`src/rtl/lcd_pkg.sv`:
```
// Shared definitions for the HD44780 bus monitor: instruction masks, DDRAM
// geometry, timing defaults at 50 MHz, FSM states and address helpers.
package lcd_pkg;

    // Execution and strobe timing at a 50 MHz system clock
    localparam int T_CMD_CYC_50M    = 2000;   // 40 us
    localparam int T_CLR_CYC_50M    = 82000;  // 1.64 ms
    localparam int T_EN_MIN_CYC_50M = 23;     // 450 ns

    // DDRAM geometry, two-line mode
    localparam logic [6:0] LINE1_BASE = 7'h00;
    localparam logic [6:0] LINE2_BASE = 7'h40;
    localparam logic [6:0] LINE1_WRAP = 7'h27;
    localparam logic [6:0] LINE2_WRAP = 7'h67;
    localparam int         LINE_LEN   = 16;
    localparam int         NUM_SLOTS  = 2 * LINE_LEN;
    localparam int         SLOT_W     = $clog2(NUM_SLOTS);

    localparam logic [7:0] SPACE_CHAR = 8'h20;

    // Instruction masks; the highest set bit selects the instruction
    localparam logic [7:0] MASK_SET_DDRAM = 8'h80;
    localparam logic [7:0] MASK_SET_CGRAM = 8'h40;
    localparam logic [7:0] MASK_FUNC_SET  = 8'h20;
    localparam logic [7:0] MASK_SHIFT     = 8'h10;
    localparam logic [7:0] MASK_DISP_CTRL = 8'h08;
    localparam logic [7:0] MASK_ENTRY     = 8'h04;
    localparam logic [7:0] MASK_HOME      = 8'h02;
    localparam logic [7:0] MASK_CLEAR     = 8'h01;

    typedef enum logic [1:0] {
        ST_IDLE,
        ST_DECODE,
        ST_CLEAR_FILL
    } lcd_state_e;

    typedef enum logic [3:0] {
        INS_NOP,
        INS_CLEAR,
        INS_HOME,
        INS_ENTRY,
        INS_DISP,
        INS_SHIFT,
        INS_FUNC,
        INS_CGRAM,
        INS_DDRAM
    } lcd_ins_e;

    // Classify an instruction byte by its highest set bit
    function automatic lcd_ins_e ins_class(input logic [7:0] b);
        if ((b & MASK_SET_DDRAM) != 8'h00) return INS_DDRAM;
        if ((b & MASK_SET_CGRAM) != 8'h00) return INS_CGRAM;
        if ((b & MASK_FUNC_SET)  != 8'h00) return INS_FUNC;
        if ((b & MASK_SHIFT)     != 8'h00) return INS_SHIFT;
        if ((b & MASK_DISP_CTRL) != 8'h00) return INS_DISP;
        if ((b & MASK_ENTRY)     != 8'h00) return INS_ENTRY;
        if ((b & MASK_HOME)      != 8'h00) return INS_HOME;
        if ((b & MASK_CLEAR)     != 8'h00) return INS_CLEAR;
        return INS_NOP;
    endfunction

    // Two-line address counter: ...0x27 -> 0x40 ...0x67 -> 0x00
    function automatic logic [6:0] addr_inc(input logic [6:0] a);
        if (a == LINE1_WRAP) return LINE2_BASE;
        if (a == LINE2_WRAP) return LINE1_BASE;
        return a + 7'd1;
    endfunction

    // Exact reverse of addr_inc
    function automatic logic [6:0] addr_dec(input logic [6:0] a);
        if (a == LINE1_BASE) return LINE2_WRAP;
        if (a == LINE2_BASE) return LINE1_WRAP;
        return a - 7'd1;
    endfunction

    function automatic logic [6:0] addr_step(input logic [6:0] a, input logic up);
        return up ? addr_inc(a) : addr_dec(a);
    endfunction

    // True when the address falls in the visible 16 columns of either line
    function automatic logic slot_hit(input logic [6:0] a);
        return (a[6:4] == LINE1_BASE[6:4]) || (a[6:4] == LINE2_BASE[6:4]);
    endfunction

    // Shadow slot for a visible address: line 1 -> 0..15, line 2 -> 16..31
    function automatic logic [SLOT_W-1:0] slot_of(input logic [6:0] a);
        return a[6] ? SLOT_W'(LINE_LEN) + {1'b0, a[3:0]} : {1'b0, a[3:0]};
    endfunction

endpackage

```
`src/rtl/lcd_ddram_shadow.sv`:
```
// 32x8 shadow of the visible DDRAM: one write port, one registered read port.
// A read of the slot being written in the same cycle returns the old value.
module lcd_ddram_shadow
    import lcd_pkg::*;
(
    input  logic              clk,
    input  logic              we,
    input  logic [SLOT_W-1:0] waddr,
    input  logic [7:0]        wdata,
    input  logic [SLOT_W-1:0] rd_addr,
    output logic [7:0]        rd_char
);

    logic [7:0] mem [0:NUM_SLOTS-1];

    // Write port
    // NOTE: the array has no reset; the top-level clear fill initialises it, and leaving it unreset lets it map onto RAM.
    always_ff @(posedge clk) begin
        if (we) begin
            mem[waddr] <= wdata;
        end
    end

    // Registered read port
    // NOTE: non-blocking here is what gives read-before-write when both ports hit one slot.
    always_ff @(posedge clk) begin
        rd_char <= mem[rd_addr];
    end

endmodule

```
`src/rtl/lcd_bus_monitor.sv`:
```
// Passive HD44780 bus responder: synchronises the bus, qualifies each EN
// falling edge, decodes accepted writes into a shadow DDRAM / cursor /
// display-on state and raises sticky protocol-violation flags.
module lcd_bus_monitor
    import lcd_pkg::*;
#(
    parameter int T_CMD_CYC    = T_CMD_CYC_50M,
    parameter int T_CLR_CYC    = T_CLR_CYC_50M,
    parameter int T_EN_MIN_CYC = T_EN_MIN_CYC_50M
) (
    input  logic        clk,
    input  logic        reset,
    input  logic [7:0]  lcd_data,
    input  logic        lcd_rs,
    input  logic        lcd_rw,
    input  logic        lcd_en,
    input  logic [4:0]  rd_addr,
    output logic [7:0]  rd_char,
    output logic [6:0]  cursor_addr,
    output logic        disp_on,
    output logic        busy,
    output logic        cmd_valid,
    output logic [7:0]  cmd_byte,
    output logic        cmd_rs,
    output logic        err_busy,
    output logic        err_en_short,
    output logic        err_rw,
    input  logic        err_clr
);

    localparam int T_MAX = (T_CLR_CYC > T_CMD_CYC) ? T_CLR_CYC : T_CMD_CYC;
    localparam int TMR_W = $clog2(T_MAX + 1);
    localparam int ENW_W = $clog2(T_EN_MIN_CYC + 1);

    localparam logic [TMR_W-1:0]  TMR_CMD   = TMR_W'(T_CMD_CYC);
    localparam logic [TMR_W-1:0]  TMR_CLR   = TMR_W'(T_CLR_CYC);
    localparam logic [TMR_W-1:0]  TMR_ONE   = TMR_W'(1);
    localparam logic [ENW_W-1:0]  EN_MIN    = ENW_W'(T_EN_MIN_CYC);
    localparam logic [ENW_W-1:0]  ENW_ONE   = ENW_W'(1);
    localparam logic [SLOT_W-1:0] LAST_SLOT = SLOT_W'(NUM_SLOTS - 1);

    // Synchronisers, second stage named s_*
    logic [7:0] sync_data, s_data;
    logic       sync_rs, sync_rw, sync_en;
    logic       s_rs, s_rw, s_en, s_en_q;

    // Bus hold register, EN width counter, falling-edge capture
    logic [7:0]       hold_data;
    logic             hold_rs;
    logic [ENW_W-1:0] en_width;
    logic             en_fall;
    logic             fall_q, fall_rw_q, fall_short_q;
    logic             fall_rw, fall_short, fall_busy, accept;

    // FSM and datapath
    lcd_state_e        state, state_n;
    logic [SLOT_W-1:0] fill_idx, fill_idx_n;
    logic [6:0]        cursor_n;
    logic              inc_mode, inc_mode_n;
    logic              disp_on_n;
    logic [TMR_W-1:0]  timer;
    logic              tmr_load;
    logic [TMR_W-1:0]  tmr_val;
    logic              ram_we;
    logic [SLOT_W-1:0] ram_waddr;
    logic [7:0]        ram_wdata;

    // Two-stage synchronisers, cleared to idle-low
    always_ff @(posedge clk) begin
        if (reset) begin
            sync_data <= '0;
            sync_rs   <= 1'b0;
            sync_rw   <= 1'b0;
            sync_en   <= 1'b0;
            s_data    <= '0;
            s_rs      <= 1'b0;
            s_rw      <= 1'b0;
            s_en      <= 1'b0;
            s_en_q    <= 1'b0;
        end else begin
            sync_data <= lcd_data;
            sync_rs   <= lcd_rs;
            sync_rw   <= lcd_rw;
            sync_en   <= lcd_en;
            s_data    <= sync_data;
            s_rs      <= sync_rs;
            s_rw      <= sync_rw;
            s_en      <= sync_en;
            s_en_q    <= s_en;
        end
    end

    // Hold the last byte/RS seen while EN is high
    always_ff @(posedge clk) begin
        if (reset) begin
            hold_data <= '0;
            hold_rs   <= 1'b0;
        end else if (s_en) begin
            hold_data <= s_data;
            hold_rs   <= s_rs;
        end
    end

    // EN high-width counter, saturating at the minimum legal width
    always_ff @(posedge clk) begin
        if (reset || !s_en) begin
            en_width <= '0;
        end else if (en_width != EN_MIN) begin
            en_width <= en_width + ENW_ONE;
        end
    end

    // The counter still holds the full width in the cycle s_en first reads low
    assign en_fall = s_en_q & ~s_en;

    // Register the falling edge together with the facts needed to judge it
    always_ff @(posedge clk) begin
        if (reset) begin
            fall_q       <= 1'b0;
            fall_rw_q    <= 1'b0;
            fall_short_q <= 1'b0;
        end else begin
            fall_q       <= en_fall;
            fall_rw_q    <= s_rw;
            fall_short_q <= (en_width < EN_MIN);
        end
    end

    // Judge the edge in priority order: read, short strobe, busy, accept
    always_comb begin
        fall_rw    = fall_q & fall_rw_q;
        fall_short = fall_q & ~fall_rw_q & fall_short_q;
        fall_busy  = fall_q & ~fall_rw_q & ~fall_short_q & (busy | (state != ST_IDLE));
        accept     = fall_q & ~fall_rw_q & ~fall_short_q & ~busy & (state == ST_IDLE);
    end

    // FSM state register; reset (also mid-fill) restarts the clear fill at slot 0
    always_ff @(posedge clk) begin
        if (reset) begin
            state    <= ST_CLEAR_FILL;
            fill_idx <= '0;
        end else begin
            state    <= state_n;
            fill_idx <= fill_idx_n;
        end
    end

    // Next state, instruction decode and shadow-RAM write control
    // NOTE: every output of this block gets a default first so no path infers a latch.
    always_comb begin
        state_n    = state;
        fill_idx_n = fill_idx;
        cursor_n   = cursor_addr;
        inc_mode_n = inc_mode;
        disp_on_n  = disp_on;
        tmr_load   = 1'b0;
        tmr_val    = TMR_CMD;
        ram_we     = 1'b0;
        ram_waddr  = '0;
        ram_wdata  = '0;

        unique case (state)
            ST_IDLE: begin
                if (accept) begin
                    state_n  = ST_DECODE;
                    tmr_load = 1'b1;
                    if (hold_rs) begin
                        ram_we    = slot_hit(cursor_addr);
                        ram_waddr = slot_of(cursor_addr);
                        ram_wdata = hold_data;
                        cursor_n  = addr_step(cursor_addr, inc_mode);
                    end else begin
                        unique case (ins_class(hold_data))
                            INS_DDRAM: cursor_n = hold_data[6:0];
                            INS_SHIFT: begin
                                // Only cursor moves matter; display shifts are ignored
                                if (!hold_data[3]) begin
                                    cursor_n = addr_step(cursor_addr, hold_data[2]);
                                end
                            end
                            INS_DISP:  disp_on_n  = hold_data[2];
                            INS_ENTRY: inc_mode_n = hold_data[1];
                            INS_HOME: begin
                                cursor_n = '0;
                                tmr_val  = TMR_CLR;
                            end
                            INS_CLEAR: begin
                                cursor_n   = '0;
                                inc_mode_n = 1'b1;
                                tmr_val    = TMR_CLR;
                            end
                            INS_NOP:   tmr_load = 1'b0;
                            default:   ;  // CGRAM address and function set leave no trace
                        endcase
                    end
                end
            end

            ST_DECODE: begin
                fill_idx_n = '0;
                if (!cmd_rs && (cmd_byte == MASK_CLEAR)) begin
                    state_n = ST_CLEAR_FILL;
                end else begin
                    state_n = ST_IDLE;
                end
            end

            ST_CLEAR_FILL: begin
                ram_we     = 1'b1;
                ram_waddr  = fill_idx;
                ram_wdata  = SPACE_CHAR;
                fill_idx_n = fill_idx + SLOT_W'(1);
                if (fill_idx == LAST_SLOT) begin
                    state_n = ST_IDLE;
                end
            end

            default: state_n = ST_IDLE;
        endcase
    end

    // Architectural state, execution timer and command report
    always_ff @(posedge clk) begin
        if (reset) begin
            cursor_addr <= '0;
            inc_mode    <= 1'b1;
            disp_on     <= 1'b0;
            timer       <= TMR_CLR;
            busy        <= 1'b1;
            cmd_valid   <= 1'b0;
            cmd_byte    <= '0;
            cmd_rs      <= 1'b0;
        end else begin
            cursor_addr <= cursor_n;
            inc_mode    <= inc_mode_n;
            disp_on     <= disp_on_n;
            if (tmr_load) begin
                timer <= tmr_val;
            end else if (timer != '0) begin
                timer <= timer - TMR_ONE;
            end
            // One cycle behind the timer, so busy is high for exactly the loaded count
            busy      <= (timer != '0);
            cmd_valid <= accept;
            if (accept) begin
                cmd_byte <= hold_data;
                cmd_rs   <= hold_rs;
            end
        end
    end

    // Sticky error flags; a set in the same cycle as err_clr wins
    always_ff @(posedge clk) begin
        if (reset) begin
            err_rw       <= 1'b0;
            err_en_short <= 1'b0;
            err_busy     <= 1'b0;
        end else begin
            if (fall_rw) begin
                err_rw <= 1'b1;
            end else if (err_clr) begin
                err_rw <= 1'b0;
            end
            if (fall_short) begin
                err_en_short <= 1'b1;
            end else if (err_clr) begin
                err_en_short <= 1'b0;
            end
            if (fall_busy) begin
                err_busy <= 1'b1;
            end else if (err_clr) begin
                err_busy <= 1'b0;
            end
        end
    end

    lcd_ddram_shadow u_shadow (
        .clk     (clk),
        .we      (ram_we),
        .waddr   (ram_waddr),
        .wdata   (ram_wdata),
        .rd_addr (rd_addr),
        .rd_char (rd_char)
    );

endmodule

```
`config.mk`:
```
export PLATFORM = sky130hd
export DESIGN_NAME = lcd_bus_monitor
export DESIGN_NICKNAME = d
export VERILOG_FILES = /design/src/rtl/lcd_pkg.sv /design/src/rtl/lcd_ddram_shadow.sv /design/src/rtl/lcd_bus_monitor.sv
export SDC_FILE = /design/constraint.sdc
export NUM_CORES = 1
export LEC_CHECK = 0
export BUFFER_PORTS_ARGS = -buffer_cell sky130_fd_sc_hd__buf_2
export CORE_MARGIN = 2
export CORE_UTILIZATION = 58
export CTS_BUF_LIST = sky130_fd_sc_hd__clkbuf_8
export CTS_CLUSTER_DIAMETER = 30
export DETAILED_ROUTE_END_ITERATION = 7
export PLACE_DENSITY_LB_ADDON = 0.08
export SKIP_CTS_REPAIR_TIMING = 1
export SLEW_MARGIN = 10
export SYNTH_ARGS = -nofsm -noshare
export SYNTH_HDL_FRONTEND = slang
export SYNTH_HIERARCHICAL = 1
export SYNTH_SLANG_ARGS = --single-unit
```
`constraint.sdc`:
```
create_clock -name clk -period 3 [get_ports clk]
set_input_delay 0.15 -clock clk [delete_from_list [all_inputs] [get_ports clk]]
set_output_delay 0.15 -clock clk [all_outputs]
set_load 0.01 [all_outputs]
```
# After elaboration in Yosys (flattened, before gate mapping)
# Memories as Yosys holds them, arrays and structs flattened. A register that Yosys moved wholly into a read port is not among the register bits.
# Index checks and enable logic that the tools add are counted.
word_totals:
  register_bits: 87
  mem_bits_rw: 256
  inputBits: 19
  output_inout_bits: 30
  word_cells: 277
  memories: 1
classes:
  n_addsub: 6
  order_cmp: 1
  eq_ne: 18
  mux: 186
  n_bitwise: 14
  n_reduce_logical: 23
mem_list:
  columns: ["name", "depth", "width", "rd", "rd_ports_with_merged_regs", "wr", "line", "source"]
  rows:
  - ["u_shadow.mem", 32, 8, 1, 1, 1, "lcd_ddram_shadow.sv:14", "logic [7:0] mem [0:NUM_SLOTS-1];"]
ops:
  columns: ["cell", "count"]
  rows:
  - ["4-bit two-way mux", 37]
  - ["1-bit two-way mux", 112]
  - ["7-bit two-way mux", 16]
  - ["17-bit two-way mux", 6]
  - ["7-bit case mux with 3 select lines", 1]
  - ["5-bit case mux with 2 select lines", 2]
  - ["17-bit nonzero test", 1]
  - ["17-bit by 1-bit subtractor with 17-bit output, second input constant", 1]
  - ["8-bit two-way mux", 2]
  - ["8-bit case mux with 2 select lines", 1]
  - ["5-bit two-way mux", 3]
  - ["7-bit equality test, second input constant", 2]
  - ["2-bit nonzero test", 7]
  - ["4-bit AND reduction", 3]
  - ["5-bit by 1-bit adder with 5-bit output, second input constant", 2]
  - ["1-bit AND", 8]
  - ["4-bit by 2-bit equality test with 1-bit output, second input constant", 2]
  - ["4-bit by 3-bit equality test with 1-bit output, second input constant", 2]
  - ["8-bit by 1-bit equality test with 1-bit output, second input constant", 1]
  - ["7-bit by 1-bit adder with 7-bit output, second input constant", 1]
  - ["7-bit by 6-bit equality test with 1-bit output, second input constant", 1]
  - ["7-bit zero test", 1]
  - ["7-bit by 1-bit subtractor with 7-bit output, second input constant", 1]
  - ["2-bit two-way mux", 3]
  - ["24 further kinds", 32]

# Depth between registers and ports, before layout
logic_depth:
  word_depth: 84
  mapped_depth: 9
  depth_no_buf: 8

# Hierarchy
# The synthesis kept the hierarchy.
modules_own_cells:
  columns: ["mod", "instances", "cells_each", "area_each_um2", "seq_area_each_um2"]
  rows:
  - ["lcd_ddram_shadow", 1, 417, 10053.4, 7847.5]
  - ["lcd_bus_monitor", 1, 472, 4013.8, 1741.7]

# Least setup slack after synthesis
# OpenSTA, ideal clock, no wires.
synth_path:
  kind: "register to register"
  start: "reg state[0]"
  end: "mem u_shadow.mem[0][4] (data pin)"
  setup_ns: 0.445
  arrival_ns: 2.794
  required_ns: 2.555
  setup_slack_ns: -0.239
  stages_incl_launch_ff: 7
  path_buffers: 2
  period_less_slack_ns: 3.239
  cell_sequence: "dfxtp_1 > inv_1 > ha_1 > or4b_2 > clkbuf_1 > clkbuf_1 > nor3_1"
synth_between:
  elab_chain_cells: 4
  elab_cells_between_ends: 5
  cone_classes: "eq/ne: 1; mux: 2; bitwise: 1; reduce/logical: 1"
synth_lines:
  columns: ["element", "line", "source"]
  rows:
  - ["from (decl)", "lcd_bus_monitor.sv:56", "lcd_state_e state, state_n;"]
  - ["from (signal assigned)", "lcd_bus_monitor.sv:143", "state <= state_n;"]
  - ["2-bit zero test", "lcd_bus_monitor.sv:134, lcd_bus_monitor.sv:162", null]
  - ["1-bit AND", "lcd_bus_monitor.sv:134", "accept = fall_q & ~fall_rw_q & ~fall_short_q & ~busy & (state == ST_IDLE);"]
  - ["8-bit two-way mux", "lcd_bus_monitor.sv:164", "if (accept) begin"]
  - ["8-bit case mux with 2 select lines *", "lcd_bus_monitor.sv:162", "unique case (state)"]
  - ["net ram_wdata[4]", "lcd_bus_monitor.sv:66", "logic [7:0] ram_wdata;"]
  - ["to (decl)", "lcd_ddram_shadow.sv:14", null]
# Mark *: on every way through the listed nets, which the timed path passes. The rest lies on a longest branch.

# Final worst setup path
layout_path:
  start: "reg state[0]"
  end: "mem u_shadow.mem[24][1] (enable)"
layout_between:
  elab_chain_cells: 6
  elab_cells_between_ends: 9
  cone_classes: "eq/ne: 1; mux: 6; bitwise: 1; reduce/logical: 1"
layout_lines:
  columns: ["element", "line", "source"]
  rows:
  - ["2-bit zero test", "lcd_bus_monitor.sv:134, lcd_bus_monitor.sv:162", null]
  - ["1-bit AND", "lcd_bus_monitor.sv:134", null]
  - ["1-bit two-way mux", "lcd_bus_monitor.sv:164", null]
  - ["1-bit case mux with 2 select lines *", "lcd_bus_monitor.sv:162", null]
  - ["net ram_we", "lcd_bus_monitor.sv:64", "logic ram_we;"]
  - ["1-bit two-way mux *", "lcd_ddram_shadow.sv:19", "if (we) begin"]
  - ["1-bit two-way mux (implied by the code) *", "lcd_ddram_shadow.sv:20", "mem[waddr] <= wdata;"]
# Marked as above.

==> impl_metrics.env <==
export IMPL_cp_top_family="simple AND/OR/NAND/NOR gates"
export IMPL_routedWlPerCell_um=21.73
export IMPL_nNetsFinal=1062
export IMPL_rsz0062_at_grt="no"
export IMPL_synth_area_sq_um=14070
export IMPL_path_clk_slew_ns=0.06
export IMPL_dominantRegCellSynth="edfxtp_1"
export IMPL_maxCapViolCount=0
export IMPL_core_area_sq_um=23610
export IMPL_place_area_sq_um=15010
export IMPL_vias_per_cell=5.852
export IMPL_hold_class="in2reg"
export IMPL_postRouteAntennaNets=0
export IMPL_placed_cells=1267
export IMPL_fmax_mhz=344.8
export IMPL_dieArea_sq_um=25520
export IMPL_drtIter0Drc=624
export IMPL_syn_inst=889
export IMPL_drc=0
export IMPL_cts_buffer_depth=3
export IMPL_die_w_um=159.7
export IMPL_p_comb_share_pct=4.8
export IMPL_path_class="reg2reg"
export IMPL_layout_commonest_cell="edfxtp_1"
export IMPL_slew_violations=0
export IMPL_final_cells=1407
export IMPL_path_cells="inv_1 > ha_1 > or4b_4 > o41ai_2 > or3b_2 > nor2_2"
export IMPL_post_route_period_util_pct=96.67
export IMPL_detailedPlace_worstSlack_ns=0.002355
export IMPL_finish_utilization_pct=70.61
export IMPL_critPathLaunchType="flop"
export IMPL_num_antenna_cells=0
export IMPL_p_switching_mw=2.418
export IMPL_fin_tns_setup_ns=0
export IMPL_gr_usage_all_layers_pct=24.71
export IMPL_whs_ns=0.004906
export IMPL_cts_sinks=351
export IMPL_clock_power_share_pct=46.2
export IMPL_grt_antenna_before_repair=0
export IMPL_cts_buffers=72
export IMPL_worst_ep_arrival_time_ns=3.10
export IMPL_cp_slowest_cell="or3b_2"
export IMPL_grt_pass1_wl_um=48110
export IMPL_worstMarginPinSlew_ns=0.6456
export IMPL_synth_edf_count=256
export IMPL_p_leak_nw=6.389
export IMPL_ys_types=58
export IMPL_setup_slack_ns=0.09988
export IMPL_grt_overflow_total=0
export IMPL_path_buf_inv=1
export IMPL_yosys_warnings=6
export IMPL_finalSetupViolCount=0
export IMPL_cts_max_level=3
export IMPL_critPathRequiredTime_ns=3.20
export IMPL_path_max_fanout=8
export IMPL_io_buffers=48
export IMPL_ir_drop_uv=412.1
export IMPL_grt_max_degree=41
export IMPL_syn_nets=917
export IMPL_initial_core_util_pct=59.58
export IMPL_skew_ns=0.02586
export IMPL_cts_tree="done"
export IMPL_dieHeight_um=159.7
export IMPL_max_stage_delay_ns=0.66
export IMPL_worstSkewPairLatency_ns=0.57
export IMPL_dr_pass1_iters=5
export IMPL_p_seq_share_pct=48.9
export IMPL_num_vias=8234
export IMPL_syn2layout_area_growth_pct=18.53
export IMPL_avgSynthCellArea_sq_um=15.82
export IMPL_synth_seq_cells=351
export IMPL_internal_power_mw=8.472
export IMPL_power_mw=10.89
export IMPL_grt_pass1_vias=8508
export IMPL_status="complete, no violations"
export IMPL_placementRows=56
export IMPL_power_per_cell_area_nw_per_um2=653.1
export IMPL_slew_headroom_pct=56.90
export IMPL_dp_hpwl_um=20140
export IMPL_async_flop_share_pct=0
export IMPL_drive_above_1_share_pct=30.79
export IMPL_hold_viol=0
export IMPL_post_route_cell_area_sq_um=16670
export IMPL_gp_congestion=0.8720
export IMPL_final_cell_mix="edfxtp_1, dfxtp_1, nor2_1, clkbuf_8, mux4_2"
export IMPL_synth_seq_area_share_pct=68.17
export IMPL_end_kind="flop"
export IMPL_power_share_switching_pct=22.20
export IMPL_cts_root_buf="clkbuf_8"
export IMPL_ioPinCount=49
export IMPL_wl_um=30580
export IMPL_finalCriticalPeriod_ns=2.900
-- registers in the layout, indices dropped and copies added (netlist names), 2 cells and up --
signal	cells
cmd_byte	8
u_shadow/rd_char	8
en_width	5
hold_data	8
state	2
sync_data	8
timer	17
s_data	8
cursor_addr	7
u_shadow/mem	256
fill_idx	5
-- path summary, 6_finish.rpt --
path	end	slack [ns]	cells after the start	start
hold / removal	u_shadow/rd_char[1]$_DFF_P_	0.005	2	rd_addr[3]
setup / recovery	u_shadow/mem[24][1]$_DFFE_PP_	0.1	6	state[0]$_SDFFE_PP0P_
hold reg to reg	s_data[3]$_SDFF_PP0_	0.43	1	sync_data[3]$_SDFF_PP0_
setup reg to reg	u_shadow/mem[24][1]$_DFFE_PP_	0.1	6	state[0]$_SDFFE_PP0P_
-- power by group through the flow --
stage | Combinational, mW | Clock [mW] | Sequential [mW]
after floorplan | 0.354 | 0 | 5.41
after global placement | 0.492 | 0 | 5.42
after CTS | 0.512 | 5.15 | 5.33
after global routing | 0.566 | 5.37 | 5.34
final | 0.524 | 5.04 | 5.33
after detailed placement | 0.509 | 0 | 5.43
-- Yosys cell counts, types with 5 or more instances --
cell type / number / share of area [%]
nand2b_1: 11 / 0.49
buf_4: 6 / 0.32
clkbuf_1: 31 / 0.83
o21ai_0: 13 / 0.46
nand2_1: 44 / 1.2
nor3_1: 16 / 0.57
nand3_1: 13 / 0.46
xor2_1: 11 / 0.68
o31ai_1: 5 / 0.27
nor2b_1: 26 / 1.2
xnor2_1: 15 / 0.93
nor2_1: 95 / 2.5
inv_1: 15 / 0.40
edfxtp_1: 256 / 55
ha_1: 9 / 0.80
a21oi_1: 25 / 0.89
mux2_2: 9 / 0.72
buf_1: 8 / 0.21
a22o_1: 5 / 0.31
a211oi_1: 6 / 0.32
and3_1: 9 / 0.40
nand3b_1: 7 / 0.37
mux2i_1: 15 / 1.1
dfxtp_1: 95 / 14
mux4_2: 80 / 13
-- logic make-up after synthesis --
kind of cell             after synthesis  share of synthesized area, %
AO/OA/AOI/OAI                         80                         3.736
buffers and inverters                 64                         1.992
flip-flops                           351                         68.17
AND/OR/NAND/NOR                      255                         9.090
multiplexers                         104                         14.60
adder cells (fa/ha/maj)                9                        0.8005
XOR/XNOR                              26                         1.619
-- layer usage --
metal	wire length [um]	GRT usage (%)
met2	15350	41.22
met4	586	7.810
met5	0	0
met3	1932	4.571
met1	12710	33.44
-- area by class of cell --
type | instances | area [sq um]
multi-input combinational | 474 | 4254
tap | 319 | 399.1
clock inverter | 47 | 409.1
clock buffer | 81 | 1115
inverter | 15 | 56.30
fill | 1507 | 6939
timing repair buffer | 120 | 850.8
sequential | 351 | 9589
No activity file was read; power rests on OpenSTA's default activity.
